`config.mk`:
```
export PLATFORM = sky130hd
export DESIGN_NAME = buzz_scheduler
export DESIGN_NICKNAME = d
export VERILOG_FILES = /design/src/rtl/buzz_scheduler.sv
export SDC_FILE = /design/constraint.sdc
export NUM_CORES = 1
export LEC_CHECK = 0
export CORE_MARGIN = 1
export CORE_UTILIZATION = 63
export DETAILED_ROUTE_END_ITERATION = 16
export GPL_ROUTABILITY_DRIVEN = 0
export GPL_TIMING_DRIVEN = 0
export HOLD_SLACK_MARGIN = 0.15
export PLACE_DENSITY = 0.85
export SKIP_LAST_GASP = 1
export SLEW_MARGIN = 40
export SYNTH_ARGS = -nofsm -noshare
export SYNTH_HDL_FRONTEND = slang
export SYNTH_SLANG_ARGS = --single-unit
```
`constraint.sdc`:
```
create_clock -name clk -period 9.15 [get_ports clk]
set_clock_uncertainty 0.05 [all_clocks]
set_input_delay 2.745 -clock clk [delete_from_list [all_inputs] [get_ports clk]]
set_output_delay 2.745 -clock clk [all_outputs]
set_load 0.02 [all_outputs]
```
`src/rtl/buzz_scheduler.sv`:
```
// Buzzer arbiter: latches one-cycle alert requests from three sources and plays the
// granted source's beep pattern (tone / on / off / repeat) on a millisecond time base.
module buzz_scheduler #(
    parameter int unsigned CLK_PER_MS = 100_000,
    parameter int unsigned HZ0        = 880,
    parameter int unsigned ON0        = 50,
    parameter int unsigned REP0       = 1,
    parameter int unsigned HZ1        = 440,
    parameter int unsigned ON1        = 400,
    parameter int unsigned REP1       = 1,
    parameter int unsigned HZ2        = 660,
    parameter int unsigned ON2        = 200,
    parameter int unsigned OFF2       = 200,
    parameter int unsigned REP2       = 5
) (
    input  logic        clk,
    input  logic        rst,
    input  logic [2:0]  req,
    input  logic        cancel,
    output logic [11:0] play_hz,
    output logic        busy,
    output logic [1:0]  act_id,
    output logic        done
);

    localparam int unsigned CW       = $clog2(CLK_PER_MS);
    localparam int unsigned OFF_LOW  = 100;
    localparam logic [CW-1:0] CYC_LAST = CW'(CLK_PER_MS - 1);

    typedef enum logic [1:0] {IDLE, ON, OFF} state_t;

    state_t        state;
    logic [2:0]    pend;
    logic [1:0]    cur;
    logic [3:0]    rep;
    logic [CW-1:0] cyc;
    logic [11:0]   ms;

    logic [1:0]    top_k;
    logic          grant_en;
    logic [2:0]    grant_mask;
    logic [11:0]   phase_len;
    logic          phase_end;

    function automatic logic [11:0] hz_of(input logic [1:0] k);
        case (k)
            2'd2:    hz_of = 12'(HZ2);
            2'd1:    hz_of = 12'(HZ1);
            default: hz_of = 12'(HZ0);
        endcase
    endfunction

    function automatic logic [11:0] on_of(input logic [1:0] k);
        case (k)
            2'd2:    on_of = 12'(ON2);
            2'd1:    on_of = 12'(ON1);
            default: on_of = 12'(ON0);
        endcase
    endfunction

    function automatic logic [11:0] off_of(input logic [1:0] k);
        off_of = (k == 2'd2) ? 12'(OFF2) : 12'(OFF_LOW);
    endfunction

    function automatic logic [3:0] rep_of(input logic [1:0] k);
        case (k)
            2'd2:    rep_of = 4'(REP2 - 1);
            2'd1:    rep_of = 4'(REP1 - 1);
            default: rep_of = 4'(REP0 - 1);
        endcase
    endfunction

    always_comb begin
        // NOTE: every comb output gets a default first so no path can infer a latch.
        top_k      = 2'd0;
        grant_en   = 1'b0;
        grant_mask = 3'b000;
        if (pend[2])      top_k = 2'd2;
        else if (pend[1]) top_k = 2'd1;

        // While active, only a same-source retrigger or a higher source can take over.
        if (|pend)
            grant_en = (state == IDLE) || (top_k >= cur);
        if (grant_en)
            grant_mask = 3'b001 << top_k;

        phase_len = (state == ON) ? on_of(cur) : off_of(cur);
        phase_end = (ms == phase_len - 12'd1) && (cyc == CYC_LAST);
    end

    // NOTE: all state here uses non-blocking assignments so every register sees
    // pre-edge values, independent of statement order.
    always_ff @(posedge clk or negedge rst) begin
        if (!rst) begin
            state   <= IDLE;
            pend    <= 3'b000;
            cur     <= 2'd0;
            rep     <= 4'd0;
            cyc     <= '0;
            ms      <= 12'd0;
            play_hz <= 12'd0;
            busy    <= 1'b0;
            act_id  <= 2'd0;
            done    <= 1'b0;
        end else if (cancel) begin
            state   <= IDLE;
            pend    <= 3'b000;
            cur     <= 2'd0;
            rep     <= 4'd0;
            cyc     <= '0;
            ms      <= 12'd0;
            play_hz <= 12'd0;
            busy    <= 1'b0;
            act_id  <= 2'd0;
            done    <= 1'b0;
        end else begin
            done <= 1'b0;
            // A request arriving in the grant cycle re-sets the bit just cleared.
            pend <= (pend & ~grant_mask) | req;

            if (grant_en) begin
                state   <= ON;
                cur     <= top_k;
                rep     <= rep_of(top_k);
                cyc     <= '0;
                ms      <= 12'd0;
                play_hz <= hz_of(top_k);
                busy    <= 1'b1;
                act_id  <= top_k;
            end else if (state != IDLE) begin
                if (phase_end) begin
                    cyc <= '0;
                    ms  <= 12'd0;
                    if (state == ON) begin
                        play_hz <= 12'd0;
                        if (rep == 4'd0) begin
                            state  <= IDLE;
                            done   <= 1'b1;
                            busy   <= 1'b0;
                            act_id <= 2'd0;
                            cur    <= 2'd0;
                        end else begin
                            state <= OFF;
                        end
                    end else begin
                        state   <= ON;
                        rep     <= rep - 4'd1;
                        play_hz <= hz_of(cur);
                    end
                end else if (cyc == CYC_LAST) begin
                    cyc <= '0;
                    ms  <= ms + 12'd1;
                end else begin
                    cyc <= cyc + 1'b1;
                end
            end
        end
    end

endmodule

```
==> metrics.csv, run 1 <==
stage;metric;value;unit
outcome;outcome;completed;
global_route;vias in the first global route;2320;
floorplanning;die width;69.73;um
worst_setup_path;r2r worst-path depth;10;
synthesis;Mapped Cells;317;
cts;# Post-CTS Setup Buffers;0;
cts;clock sinks;48;
sta;Slew headroom;49.52;%
worst_setup_path;Worst Path Required;6.36;ns
synthesis;synthesized flop and latch total;48;
place;post-DP HPWL;4.552;mm
cts;H-Tree Depth;2;
synthesis;Synth Area in Simple Gates;26.06;%
synthesis;Synth async-reset ratio;100.0;%
synthesis;post-synthesis mux area share;2.251;%
sta;Fmax;226.2;MHz
routing;initial detailed-routing violation count;197;
global_route;pin count of the biggest net entering global routing;27;
routing;DRC Markers;0;
synthesis;synth unique cells;55;
floorplanning;Starting Density;65.92;%
sta;total negative slack;0;ns
cells_and_area;layout cells sized above 1;11.01;%
pwr;Comb power frac;19.9;%
cts;CTS Root Cell;clkbuf_8;
sta;Final Hold Vio Count;0;
synthesis;Syn Area/Cell;9.118;sq um
synthesis;Main synth FF type;dfrtp_1;
synthesis;Synth Area in Adders;4.329;%
cells_and_area;Area Growth Syn to Fin;13.03;%
cts;Worst-Skew Late Latency;0.31;ns
worst_setup_path;Setup crit end kind;output pin;
sta;final setup fails;0;
pwr;clock network power share;32.1;%
floorplanning;die area;4862;sq um
pwr;maximum vdd drop;0.09804;mV
worst_setup_path;slack of the worst reg-to-reg path;5.72;ns
sta;unrepaired setup endpoints after global routing;no;
hold_path;hold path cells;1;
synthesis;sequential element share of the synthesized area;41.56;%
place;PortBufs;16;
cts;CTS buffer count;5;
cts;post_cts resized;0;
global_route;GRT Util Overall;28.25;%
pwr;power density over the cells;147.0;nW/um^2
sta;Final Cycle Share;48.31;%
pwr;Overall Power;0.0004801;W
routing;DR WL/cell;15.71;um
cts;Clock transition at path regs;0.10;ns
worst_setup_path;Reg2Reg Launch Point;cur[0]$_DFFE_PN0P_;
synthesis;Synth Area in XOR/XNOR;7.273;%
cts;Hold-fix buffers, CTS;0;
routing;1st-pass router iterations;4;
cells_and_area;Post-Layout Cell Count;397;
floorplanning;IO Count;22;
sta;worst slew pin tran;0.7527;ns
hold_path;Endpoint, Worst Hold;play_hz[7]$_DFFE_PN0P_;
routing;DRT Wirelength;6.237;mm
routing;vias post-DR;2393;
hold_path;Hold Crit Class;reg -> reg;
cts;TritonCTS clock tree;done;
floorplanning;Chip Height;69.73;um
floorplanning;total core area;4384;sq um
routing;antenna viol nets, final;0;
synthesis;largest family of logic cells by synthesized area;simple AND/OR/NAND/NOR gates;
synthesis;Cell Area, Synth;2890;sq um
synthesis;EDFF count, synth;0;
sta;Final Slew Violations;0;
worst_setup_path;R2R Path End;play_hz[9]$_DFFE_PN0P_;
synthesis;Synth top area share;41.56;%
pwr;sw frac;28.99;%
synthesis;largest cells by area after synthesis;dfrtp_1, nor2_1, ha_1;
routing;post-DR vias/cell;6.028;
synthesis;cell taking the most area after synthesis;dfrtp_1;
cells_and_area;Antenna Cells;0;
cts;CTS max path bufs;2;
sta;Final min period;4.421;ns
cells_and_area;Final Net Count;360;
synthesis;Compound-Gate Fraction of Synth Area;13.25;%
floorplanning;Std-Cell Rows;24;
worst_setup_path;critical path class;reg -> out;
place;Inst Count DP;389;
worst_setup_path;Critical Path Fanout Max;9;
worst_setup_path;crit start category;register;
pwr;Psw;0.0001392;W
hold_path;min-delay src;play_hz[7]$_DFFE_PN0P_;
global_route;antenna violations before repair;0;
global_route;first-pass GRT wire length;10.81;mm
synthesis;YS warnings;0;
pwr;Lkg Pwr;1.343;nW
global_route;grt ovf;0;
worst_setup_path;critical path arrival;1.63;ns
pwr;internal power;0.0003409;W
run;maximum capacitance violations;0;
pwr;register share of total power;47.9;%
## registers in the layout, indices dropped and copies added, names as in the netlist, 2 cells and up
signal	count
cur	2
cyc	17
ms	12
pend	3
play_hz	6
rep	4
state	2
## cell type report
cell class,instances,area [sq um]
multi-input combinational,241,1563
sequential,48,1201
fill,310,1117
timing repair buffer,17,177.7
buffer,20,107.6
clock buffer,5,68.82
tap,52,65.06
clock inverter,3,42.54
inverter,11,41.29
## worst max-delay path, cell delays in order, from the launching register on
cell             delay, ns
dfrtp_1               0.55
buf_4                 0.17
clkdlybuf4s50_1       0.59
## metal layers
layer  global-route usage (%)  up-vias  routed length (um)
li1                         -     1167                   -
met1                    38.68     1149                2793
met2                    44.44       61                2942
met3                    4.942       16                 316
met4                    12.00        0                 184
met5                        0        -                   0
## through the flow
step	hold slack [ns]	setup WS (ns)	util [%]	area, sq um
after floorplan	0.4249	4.946	-	2902
after global placement	0.4397	3.993	71.32	3127
after detailed placement	0.4533	4.600	71.86	3151
after CTS	0.4731	4.744	74.40	3262
after global routing	0.4808	4.687	74.51	3267
final	0.4662	4.729	74.51	3267
## placed cells by master (no fill, tap or decap), types with 11 or more instances in the layout
cell type	count
a21oi_1	14
clkdlybuf4s50_1	15
dfrtp_1	48
inv_1	11
nand2_1	19
nand3_1	18
nor2_1	41
o21ai_0	23
xnor2_1	13
xor2_1	11
## cell families (layout without fill, tap and decap cells)
| kind of cell | Yosys count | count (layout) |
|---|---|---|
| AOI/OAI and AO/OA | 59 | 59 |
| and+or+nand+nor | 138 | 138 |
| muxes | 6 | 6 |
| xor gates and xnor gates | 24 | 24 |
| buffers and inverters | 31 | 56 |
| other | 1 | 4 |
| adders and majority gates | 10 | 10 |
| DFF | 48 | 48 |
## power groups by stage
stage	sequential (W)	clock (W)	combinational (W)
finish	0.000230	0.000154	0.0000958
global route	0.000232	0.000165	0.000106
CTS	0.000230	0.000157	0.0000952
detailed placement	0.000234	0	0.0000945
global placement	0.000234	0	0.0000911
floorplan	0.000239	0	0.0000539
## cells in the mapped netlist, types with 6 or more instances
| cell | n |
|---|---|
| dfrtp_1 | 48 |
| nor2_1 | 41 |
| o21ai_0 | 23 |
| nand2_1 | 19 |
| nand3_1 | 18 |
| a21oi_1 | 14 |
| xnor2_1 | 13 |
| inv_1 | 11 |
| xor2_1 | 11 |
| clkbuf_1 | 10 |
| ha_1 | 10 |
| nor3_1 | 10 |
| nor4_1 | 8 |
| buf_4 | 6 |
## worst max path at each step
stage | startpoint | end | slack [ns]
3_3_place_gp | rst | pend[2]$_DFF_PN0_ | 3.99
5_1_grt | state[0]$_DFFE_PN0P_ | play_hz[4] | 4.69
6_report | state[0]$_DFFE_PN0P_ | play_hz[4] | 4.73
2_1_floorplan | cancel | ms[1]$_DFFE_PN0P_ | 4.95
4_1_cts | state[0]$_DFFE_PN0P_ | play_hz[4] | 4.74
3_5_place_dp | cancel | cyc[10]$_DFFE_PN0P_ | 4.60
No activity file was read; power rests on OpenSTA's default activity.
==> run 2: changes to the inputs <==
--- a/config.mk
+++ b/config.mk
@@ -6,12 +6,12 @@
 export NUM_CORES = 1
 export LEC_CHECK = 0
 export CORE_MARGIN = 1
-export CORE_UTILIZATION = 63
+export CORE_UTILIZATION = 58
 export DETAILED_ROUTE_END_ITERATION = 16
 export GPL_ROUTABILITY_DRIVEN = 0
 export GPL_TIMING_DRIVEN = 0
 export HOLD_SLACK_MARGIN = 0.15
-export PLACE_DENSITY = 0.85
+export PLACE_DENSITY = 0.79
 export SKIP_LAST_GASP = 1
 export SLEW_MARGIN = 40
 export SYNTH_ARGS = -nofsm -noshare
==> constraint.sdc (replaced) <==
create_clock -name clk -period 4.42 [get_ports clk]
set_clock_uncertainty 0.05 [all_clocks]
set_input_delay 1.326 -clock clk [delete_from_list [all_inputs] [get_ports clk]]
set_output_delay 1.326 -clock clk [all_outputs]
set_load 0.02 [all_outputs]
==> run 2 against run 1 <==
Sequential share of layout area is essentially flat. Clock-buffer cell count grew 3. Sequential cell count is the same. Utilization shrank 5.9 points. Total power grew 97%. First-iteration DRC count shrank 37%. Die area grew 8.4%. Non-clock buffer count is the same. Global-route usage shrank 1.5 points. Routed wire length shrank 0.58%. Cell count grew 3.8%.
==> metrics.csv, run 2 (synthesized netlist as in run 1, its figures left out) <==
stage;metric;value;unit
cts;post_cts resized;0;
global_route;first-pass GRT wire length;10.90;mm
sta;Final Hold Vio Count;0;
routing;1st-pass router iterations;4;
global_route;antenna violations before repair;0;
hold_path;Hold Crit Class;reg -> reg;
sta;Final Cycle Share;79.11;%
routing;DR WL/cell;15.05;um
global_route;pin count of the biggest net entering global routing;29;
cells_and_area;Largest regs;cyc: 17 flops, ms: 12 flops, play_hz: 6 flops;
floorplanning;Std-Cell Rows;25;
run;maximum capacitance violations;0;
worst_setup_path;Max stage delay cell, worst path;or4_4;
floorplanning;die area;5269;sq um
sta;WHS;0.4642;ns
worst_setup_path;crit-path cells;inv_1, ha_1, clkbuf_1, nor3b_1, a2111oi_0, o211ai_2, or4_4, buf_6, a21oi_4, mux2_2;
routing;vias post-DR;2406;
cts;CTS max path bufs;2;
routing;post-DR vias/cell;5.840;
cts;Worst-Skew Late Latency;0.30;ns
cts;Hold-fix buffers, CTS;0;
worst_setup_path;slowest stage delay, CP;0.55;ns
routing;DRT Wirelength;6.201;mm
cells_and_area;Antenna Cells;0;
pwr;power density over the cells;289.7;nW/um^2
cells_and_area;largest reg by FF count;cyc;
cells_and_area;most frequent cells in the layout;dfrtp_1, nor2_1, o21ai_0;
place;PortBufs;16;
worst_setup_path;Critical Path Fanout Max;9;
sta;total negative slack;0;ns
sta;Final min period;3.497;ns
global_route;grt ovf;0;
cells_and_area;Area Growth Syn to Fin;12.94;%
floorplanning;Chip Height;72.59;um
cells_and_area;layout cells sized above 1;10.43;%
cts;TritonCTS clock tree;done;
floorplanning;total core area;4755;sq um
worst_setup_path;Setup crit end kind;register;
place;post-DP HPWL;4.552;mm
worst_setup_path;crit-path leading delay family;compound AO/OA/AOI/OAI gates;
floorplanning;die width;72.59;um
cells_and_area;max FFs per register;17;
cells_and_area;commonest non-fill, non-tap cell in the layout;dfrtp_1;
sta;Final Slew Violations;0;
worst_setup_path;Worst Path Required;4.56;ns
worst_setup_path;critical path arrival;3.64;ns
cts;clock sinks;48;
routing;DRC Markers;0;
sta;Slew headroom;46.42;%
worst_setup_path;crit path buf inv count;3;
worst_setup_path;crit start category;register;
sta;worst slew pin tran;0.7989;ns
cells_and_area;Final Net Count;360;
global_route;vias in the first global route;2424;
sta;unrepaired setup endpoints after global routing;no;
pwr;maximum vdd drop;0.2071;mV
sta;final setup fails;0;
worst_setup_path;critical path class;reg -> reg;
cts;CTS Root Cell;clkbuf_8;
outcome;outcome;completed;
global_route;GRT Util Overall;26.73;%
floorplanning;IO Count;22;
floorplanning;Starting Density;60.79;%
sta;Fmax;286.0;MHz
cts;# Post-CTS Setup Buffers;0;
routing;initial detailed-routing violation count;124;
cts;CTS buffer count;5;
pwr;Overall Power;0.0009458;W
cts;H-Tree Depth;2;
cts;Clock transition at path regs;0.08;ns
routing;antenna viol nets, final;0;
pwr;Lkg Pwr;1.335;nW
[run 2: worst paths after layout]
kind | cells after the start | start | slack, ns | endpoint
worst min register to register | 1 | play_hz[6]$_DFFE_PN0P_ | 0.46 | play_hz[6]$_DFFE_PN0P_
worst max-delay path | 10 | cur[0]$_DFFE_PN0P_ | 0.92 | play_hz[9]$_DFFE_PN0P_
max in group asynchronous | 2 | rst | 3.05 | cyc[7]$_DFFE_PN0P_
min in group asynchronous | 1 | rst | 0.85 | cyc[13]$_DFFE_PN0P_
worst min-delay path | 1 | play_hz[6]$_DFFE_PN0P_ | 0.46 | play_hz[6]$_DFFE_PN0P_
worst max register to register | 10 | cur[0]$_DFFE_PN0P_ | 0.92 | play_hz[9]$_DFFE_PN0P_
[run 2: cell type report]
cell class / count / area (sq um)
multi-input combinational: 241 / 1563
fill: 393 / 1490
sequential: 48 / 1201
timing repair buffer: 17 / 177.7
buffer: 20 / 107.6
clock buffer: 8 / 90.09
tap: 67 / 83.83
inverter: 11 / 41.29
[run 2: stage by stage]
step | std cells | utilization (%) | setup WS (ns) | cell area [sq um]
3_3_place_gp | 403 | 66.16 | 0.6439 | 3146
2_1_floorplan | 320 | - | 1.241 | 2902
3_5_place_dp | 404 | 66.66 | 0.9346 | 3169
6_report | 412 | 68.66 | 0.9234 | 3264
5_1_grt | 412 | 68.66 | 0.7120 | 3264
4_1_cts | 412 | 68.55 | 0.9142 | 3259
[run 2: metal layers]
layer / share of wire (%) / GRT usage, % / up-vias
met5: 0 / 0 / -
met2: 49 / 46.42 / 47
met3: 2.8 / 5.939 / 11
met4: 1.6 / 9.586 / 0
met1: 46 / 32.65 / 1178
li1: - / - / 1170
[run 2: power breakdown]
part / internal [W] / switching (W) / total [W]
combinational: 0.0000809 / 0.000117 / 0.000197
sequential: 0.000457 / 0.0000195 / 0.000477
clock: 0.000128 / 0.000144 / 0.000272
total: 0.000666 / 0.000280 / 0.000946
